[config.mk]
export PLATFORM = sky130hd
export DESIGN_NAME = ifu_fetch
export DESIGN_NICKNAME = d
export VERILOG_FILES = /design/src/rtl/cpu_pkg.sv /design/src/rtl/ifu_npc.sv /design/src/rtl/ifu_fetch.sv
export SDC_FILE = /design/constraint.sdc
export NUM_CORES = 1
export LEC_CHECK = 0
export ABC_AREA = 1
export CAP_MARGIN = 10
export CORE_AREA = 5 5 154 156
export DETAILED_ROUTE_END_ITERATION = 7
export DIE_AREA = 0 0 159 161
export GPL_TIMING_DRIVEN = 0
export PLACE_DENSITY_LB_ADDON = 0.05
export REMOVE_ABC_BUFFERS = 1
export SYNTH_ARGS = -nofsm -noshare
export SYNTH_HDL_FRONTEND = slang
export SYNTH_SLANG_ARGS = --single-unit
[constraint.sdc]
create_clock -name clk -period 1.9 [get_ports clk]
set_input_delay 0.285 -clock clk [delete_from_list [all_inputs] [get_ports clk]]
set_output_delay 0.285 -clock clk [all_outputs]
set_load 0.02 [all_outputs]
[src/rtl/cpu_pkg.sv]
// Shared CPU definitions: fetch address map, exception codes and the
// types used by the instruction fetch unit.
package cpu_pkg;

  // Fetch address map
  localparam logic [31:0] PC_RESET   = 32'h0000_3000;
  localparam logic [31:0] EXC_VECTOR = 32'h0000_4180;
  localparam logic [31:0] IM_BASE    = 32'h0000_3000;
  localparam logic [31:0] IM_LAST    = 32'h0000_6FFC;

  // Exception codes, shared with CP0 and the later-stage collectors
  localparam logic [4:0] EXC_NONE = 5'd0;
  localparam logic [4:0] EXC_ADEL = 5'd4;

  // Which source won the next-PC arbitration this cycle
  typedef enum logic [2:0] {
    NPC_EXC,
    NPC_ERET,
    NPC_HOLD,
    NPC_REDIRECT,
    NPC_SEQ
  } npc_sel_e;

  // Contents of the F/D pipeline register
  typedef struct packed {
    logic [31:0] pc;
    logic [31:0] instr;
    logic [4:0]  excode;
    logic        valid;
  } fd_reg_t;

endpackage

[src/rtl/ifu_npc.sv]
// Combinational next-PC arbiter and instruction-fetch address check.
module ifu_npc
  import cpu_pkg::*;
#(
  parameter logic [31:0] EXC_VEC  = EXC_VECTOR,
  parameter logic [31:0] MEM_BASE = IM_BASE,
  parameter logic [31:0] MEM_LAST = IM_LAST
) (
  input  logic [31:0] pc,
  input  logic        stall,
  input  logic        redirect,
  input  logic [31:0] redirect_pc,
  input  logic        exc_req,
  input  logic        eret,
  input  logic [31:0] epc,
  output logic [31:0] npc,
  output npc_sel_e    npc_sel,
  output logic        fetch_err
);

  // Priority select: exception, return, stall, redirect, sequential.
  // A redirect under stall is dropped; the D stage re-presents it.
  always_comb begin
    // NOTE: every output gets a default first so no path can infer a latch.
    npc     = pc + 32'd4;
    npc_sel = NPC_SEQ;
    if (exc_req) begin
      npc     = EXC_VEC;
      npc_sel = NPC_EXC;
    end else if (eret) begin
      npc     = epc;
      npc_sel = NPC_ERET;
    end else if (stall) begin
      npc     = pc;
      npc_sel = NPC_HOLD;
    end else if (redirect) begin
      npc     = redirect_pc;
      npc_sel = NPC_REDIRECT;
    end
  end

  // AdEL: misaligned or outside the instruction memory window (unsigned).
  assign fetch_err = (pc[1:0] != 2'b00) || (pc < MEM_BASE) || (pc > MEM_LAST);

endmodule

[src/rtl/ifu_fetch.sv]
// Instruction fetch unit: PC register feeding the combinational instruction
// memory, and the F/D pipeline register capturing the fetched instruction.
module ifu_fetch
  import cpu_pkg::*;
#(
  parameter logic [31:0] PC_RESET   = cpu_pkg::PC_RESET,
  parameter logic [31:0] EXC_VECTOR = cpu_pkg::EXC_VECTOR,
  parameter logic [31:0] IM_BASE    = cpu_pkg::IM_BASE,
  parameter logic [31:0] IM_LAST    = cpu_pkg::IM_LAST
) (
  input  logic        clk,
  input  logic        reset_n,
  input  logic        stall,
  input  logic        redirect,
  input  logic [31:0] redirect_pc,
  input  logic        exc_req,
  input  logic        eret,
  input  logic [31:0] epc,
  output logic [31:0] pc,
  input  logic [31:0] instr,
  output logic [31:0] fd_pc,
  output logic [31:0] fd_instr,
  output logic [4:0]  fd_excode,
  output logic        fd_valid
);

  logic [31:0] pc_q;
  logic [31:0] npc;
  npc_sel_e    npc_sel;
  logic        fetch_err;
  fd_reg_t     fd_q;

  ifu_npc #(
    .EXC_VEC  (EXC_VECTOR),
    .MEM_BASE (IM_BASE),
    .MEM_LAST (IM_LAST)
  ) u_npc (
    .pc          (pc_q),
    .stall       (stall),
    .redirect    (redirect),
    .redirect_pc (redirect_pc),
    .exc_req     (exc_req),
    .eret        (eret),
    .epc         (epc),
    .npc         (npc),
    .npc_sel     (npc_sel),
    .fetch_err   (fetch_err)
  );

  // PC register: loads the arbitrated next PC every edge (hold is a source).
  always_ff @(posedge clk or negedge reset_n) begin
    // NOTE: state uses non-blocking assignments so all registers sample pre-edge values.
    if (!reset_n) pc_q <= PC_RESET;
    else          pc_q <= npc;
  end

  // F/D register: bubble on exception/return, hold on stall, else capture.
  always_ff @(posedge clk or negedge reset_n) begin
    if (!reset_n) begin
      fd_q <= '0;
    end else begin
      case (npc_sel)
        NPC_EXC, NPC_ERET: begin
          fd_q.pc     <= npc;
          fd_q.instr  <= '0;
          fd_q.excode <= EXC_NONE;
          fd_q.valid  <= 1'b0;
        end
        NPC_HOLD: fd_q <= fd_q;
        default: begin
          fd_q.pc     <= pc_q;
          fd_q.instr  <= fetch_err ? 32'h0 : instr;
          fd_q.excode <= fetch_err ? EXC_ADEL : EXC_NONE;
          fd_q.valid  <= 1'b1;
        end
      endcase
    end
  end

  assign pc        = pc_q;
  assign fd_pc     = fd_q.pc;
  assign fd_instr  = fd_q.instr;
  assign fd_excode = fd_q.excode;
  assign fd_valid  = fd_q.valid;

endmodule

# Yosys cells after proc, flatten, opt, wreduce, memory -nomap -nowiden
# Cells that the tools add are included.
[totals]
regBits = 102
input_bits = 102
out_inout_bits = 102
elab_cells = 26
[classes]
add_sub_neg = 1
n_lt_le_gt_ge = 2
n_eq_ne = 2
mux = 11
n_reduce_logical = 5
[op_table]
columns = ["operator", "n"]
rows = [
  ["two-way mux 32 bit", 5],
  ["case mux 70 bit (2 select lines)", 1],
  ["adder 32 x 3 -> 32 bit, second input constant", 1],
  ["> comparator 32 x 15 -> 1 bit, second input constant", 1],
  ["< comparator 32 x 14 -> 1 bit, second input constant", 1],
  ["two-way mux 3 bit", 5],
  ["== test 3 x 1 -> 1 bit, second input constant", 1],
  ["== test 3 x 2 -> 1 bit, second input constant", 1],
  ["logical NOT 3 bit", 1],
  ["logical OR 1 bit", 2],
  ["nonzero test 2 bit", 1],
  ["OR reduction 2 bit", 1],
]

# Logic depth before layout (Yosys ltp)
[logic_depth]
ltp_word = 7
ltp_mapped = 11
depth_no_buf = 11

# Hierarchy
# From an unflattened synthesis, not the netlist that was laid out.
[unflattened]
hier_cells = 947
area_unflattened_um2 = 6094.6
[by_module_without_submodules]
columns = ["module", "instances", "cells_each", "area_each_um2", "seq_area_each_um2"]
rows = [
  ["ifu_fetch", 1, 528, 4212.8, 2454.9],
  ["ifu_npc", 1, 419, 1881.8, 0.0],
]

# Least setup slack after synthesis
# Ideal clock, no wire load.
[synth_path]
path_type = "reg2reg"
from = "register pc_q[3], in the netlist pc[3]"
to = "register pc_q[28], in the netlist pc[28]"
setup_time_ps = 133
arrival_ps = 1473
required_time_ps = 1767
slack_ps = 295
path_stages_with_launch = 11
n_path_buf = 0
synth_period_minus_slack_ps = 1605
path_cell_list = "dfrtp_1 > ha_1 > nand2_1 > nor2_2 > nand2_4 > nor2_4 > nand3_1 > nand2_1 > nand2_1 > nand2_1 > a21oi_1"
[synth_between]
elab_chain_cells = 5
[synth_rtl]
columns = ["item", "line", "source"]
rows = [
  ["from (decl)", "ifu_fetch.sv:27", "logic [31:0] pc_q;"],
  ["from (signal assigned)", "ifu_fetch.sv:54", "else pc_q <= npc;"],
  ["adder 32 x 3 -> 32 bit", "ifu_npc.sv:25", "npc = pc + 32'd4;"],
  ["two-way mux 32 bit", "ifu_npc.sv:36", "end else if (redirect) begin"],
  ["two-way mux 32 bit", "ifu_npc.sv:33", "end else if (stall) begin"],
  ["two-way mux 32 bit", "ifu_npc.sv:30", "end else if (eret) begin"],
  ["two-way mux 32 bit", "ifu_npc.sv:27", "if (exc_req) begin"],
  ["named net npc[28]", "ifu_fetch.sv:28", "logic [31:0] npc;"],
]
# The timed path passes the listed nets, and every way through them passes these cells.
# A chain may end at the register's enable or synchronous reset.

# Final worst setup path
[layout_path]
from = "register pc_q[24], in the netlist pc[24]"
to = "output port pc[24]"
[layout_lines]
columns = ["item", "line", "source"]
rows = [
  ["to (decl)", "ifu_fetch.sv:19", "output logic [31:0] pc,"],
]
# No word-level cell between the ends.

==> impl_metrics.csv <==
group,metric,value,unit
clock_network,clock_latency,360,ps
yosys,synthFlopType,"dfrtp_1",
clock_network,clk_pin_slew,80,ps
worst_hold_path,hold_path.class,"in2async",
cells_and_area,nNetsFinal,1022,
placement,portBuffers,199,
floorplanning,fp-row-count,55,
critical_path,worstSetupPathType,"reg2out",
pwr,leakage,3.589,nW
critical_path,cp_data_arrival_time,1560,ps
detailed_routing,vias,5423,
clock_network,cts-root-buf,"clkbuf_16",
sta,fmax,0.5427,GHz
pwr,p_seq_frac,0.409,
pwr,power.switching,1.639,mW
grt,grt_pass1_vias,5444,
yosys,synth_area,5411,sq um
cells_and_area,layout_common_cells,"nand2_1 (249), clkdlybuf4s50_1 (193), dfrtp_1 (94)",
grt,grt_pass1_wl,32.49,mm
critical_path,crit_chain,"clkdlybuf4s50_1",
cells_and_area,syn_to_final_growth,50.82,%
grt,antenna_found_initial,1,
yosys,synth_edf_count,0,
critical_path,crit_slowest_cell,"clkdlybuf4s50_1",
detailed_routing,dr.pass1.iters,4,
yosys,ys_seq_area_frac,0.4536,
job,max-cap-violations,0,
cells_and_area,n_antenna_cell,0,
clock_network,ctsLongestPathBuffers,2,
clock_network,cts_max_level,3,
pwr,clockPowerShare,0.387,
sta,fin_crit,1843,ps
grt,grt_max_degree,68,
outcome,status,"complete, no violations",
critical_path,worstPathRequired,1620,ps
clock_network,cts-buffers-inserted,9,
floorplanning,initial_core_util,0.2435,
cells_and_area,layout-drive-gt1-share,0.07367,
sta,relSlewSlack,0.4545,
floorplanning,die_h,161,microns
pwr,p_int,4.078,mW
floorplanning,die_area,25600,sq um
sta,slew_viol_final,0,
critical_path,end_kind,"output pin",
sta,fin_skew,14.04,ps
cells_and_area,fin_util,0.3672,
pwr,p_sw_frac,0.2867,
detailed_routing,antenna_left,0,
critical_path,critPathBufInv,1,
yosys,syn_inst,730,
placement,gp_congestion,0.7975,
sta,timing_hold_violations_final,0,
clock_network,cts_sinks,98,
critical_path,max_stage_delay,690,ps
grt,grtUsageTotal,0.1593,
sta,period_share,0.9698,
detailed_routing,drc,0,
grt,grt-ovfl-total,0,
pwr,power_density,700.4,nW/um^2
placement,hpwl,14.30,mm
detailed_routing,routedWlPerCell,17.48,microns
detailed_routing,drt_iter0_drc,195,
yosys,ys_ff_latch,98,
yosys,synth_cell_types,35,
sta,worst_pin_slew,813.7,ps
clock_network,cts_tree,"done",
pwr,combPwrFrac,0.204,
yosys,ys_async_sr_fraction,1.000,
placement,post-place-ws,-1446,ps
sta,worst_slack,57.32,ps
floorplanning,core_area,22230,sq um
critical_path,critical_path.startpoint_type,"register",
cells_and_area,layout_commonest_cell,"nand2_1",
sta,rsz0062_at_grt,"no",
sta,setup_viol,0,
detailed_routing,vias_per_cell,4.489,
floorplanning,io_pins,204,
yosys,synth_warnings,0,
detailed_routing,wl,21.12,mm
pwr,ir_worst_vdd,368.8,uV
critical_path,cp_max_fo,7,
floorplanning,die_x,159,microns
pwr,total_power,5.716,mW
yosys,avgSynthCellArea,7.413,sq um
critical_path,critPathTopFamily,"buffers and inverters",
cell families after synthesis:
group,count (synthesis),share of synthesized area
buffers and inverters,106,0.08601
other,1,0.0006930
AND/OR/NAND/NOR,380,0.2920
AO/OA/AOI/OAI,135,0.1508
adder cells (fa/ha/maj),1,0.002312
flip-flops,98,0.4536
XOR/XNOR,9,0.01457
what timing repair did:
item / 4_1_cts / 5_1_grt
pin swaps: 4 / 0
gates resized for setup: 13 / 8
endpoints found under the hold margin: 31 / 0
cloned: 3 / 2
setup endpoints to repair: 97 / 44
setup buffers: 4 / 0
hold buffers: 1 / 0
state kept, by name (all words and copies together), names as in the netlist:
signal,count
fd_valid,1
fd_instr,32
fd_excode,1
fd_pc,32
pc,32
path summary, 6_finish.rpt:
| kind | from | endpoint | slack, ps | depth (start not counted) |
|---|---|---|---|---|
| worst max-delay path | pc[24]$_DFF_PN0_ | pc[24] | 60 | 1 |
| worst min-delay path | reset_n | fd_pc[11]$_DFFE_PN0P_ | 400 | 2 |
| worst max register to register | pc[3]$_DFF_PN0_ | pc[28]$_DFF_PN0_ | 160 | 10 |
| worst min register to register | fd_instr[17]$_DFFE_PN0P_ | fd_instr[17]$_DFFE_PN0P_ | 480 | 2 |
| max in group asynchronous | reset_n | pc[14]$_DFF_PN0_ | 760 | 3 |
| min in group clk | eret | pc[6]$_DFF_PN0_ | 420 | 3 |
through the flow:
stage / TNS, ps / hold WS [ps] / cells / instance area, sq um
after floorplan: -2235 / -10.59 / 695 / 5213
after global placement: -612590 / 461.3 / 1179 / 7561
after detailed placement: -76640 / 200.8 / 1183 / 7652
after CTS: 0 / 408.2 / 1206 / 8122
after global routing: 0 / 449.4 / 1208 / 8162
final: 0 / 403.3 / 1208 / 8162
cell type report:
cell class                 instances  area, sq um
clock inverter                     5        107.6
clock buffer                      10        239.0
inverter                          68        289.0
timing repair inverter             2        12.51
multi-input combinational        532         2559
fill                            2365        14070
tap                              285        356.6
sequential                        98         2457
timing repair buffer             208         2141
worst reg2reg max path, delay by kind of cell, from the launching register on:
kind / cells / cell delay (ps)
DFF: 1 / 450
and+or+nand+nor: 8 / 900
AOI/OAI and AO/OA: 1 / 60
adders and majority gates: 1 / 230
metal layers:
metal | up-vias | share of wire | GRT usage
li1 | 2738 | - | -
met1 | 2499 | 0.46 | 0.2124
met2 | 172 | 0.44 | 0.2435
met3 | 12 | 0.095 | 0.06481
met4 | 2 | 0.0090 | 0.03606
met5 | - | 0.00062 | 0
power by group through the flow:
stage	logic (mW)	clock network [mW]	registers, mW
6_report	1.17	2.21	2.34
3_5_place_dp	1.16	0	2.38
5_1_grt	1.28	2.35	2.36
3_3_place_gp	1.14	0	2.38
4_1_cts	1.18	2.28	2.34
2_1_floorplan	0.362	0	2.48
synth_stat cells (all sizes together), types with 4 or more instances:
| cell type | count | share of area |
|---|---|---|
| buf | 27 | 0.031 |
| a21oi | 31 | 0.030 |
| o31ai | 26 | 0.036 |
| nand3 | 34 | 0.031 |
| nor2 | 86 | 0.074 |
| xor2 | 6 | 0.0097 |
| nand4 | 5 | 0.0058 |
| o21ai | 41 | 0.038 |
| inv | 68 | 0.047 |
| nand2 | 253 | 0.18 |
| o221ai | 4 | 0.0065 |
| clkbuf | 11 | 0.0076 |
| o22ai | 23 | 0.027 |
| dfrtp | 96 | 0.44 |
Power figures use the tool's default switching activity.
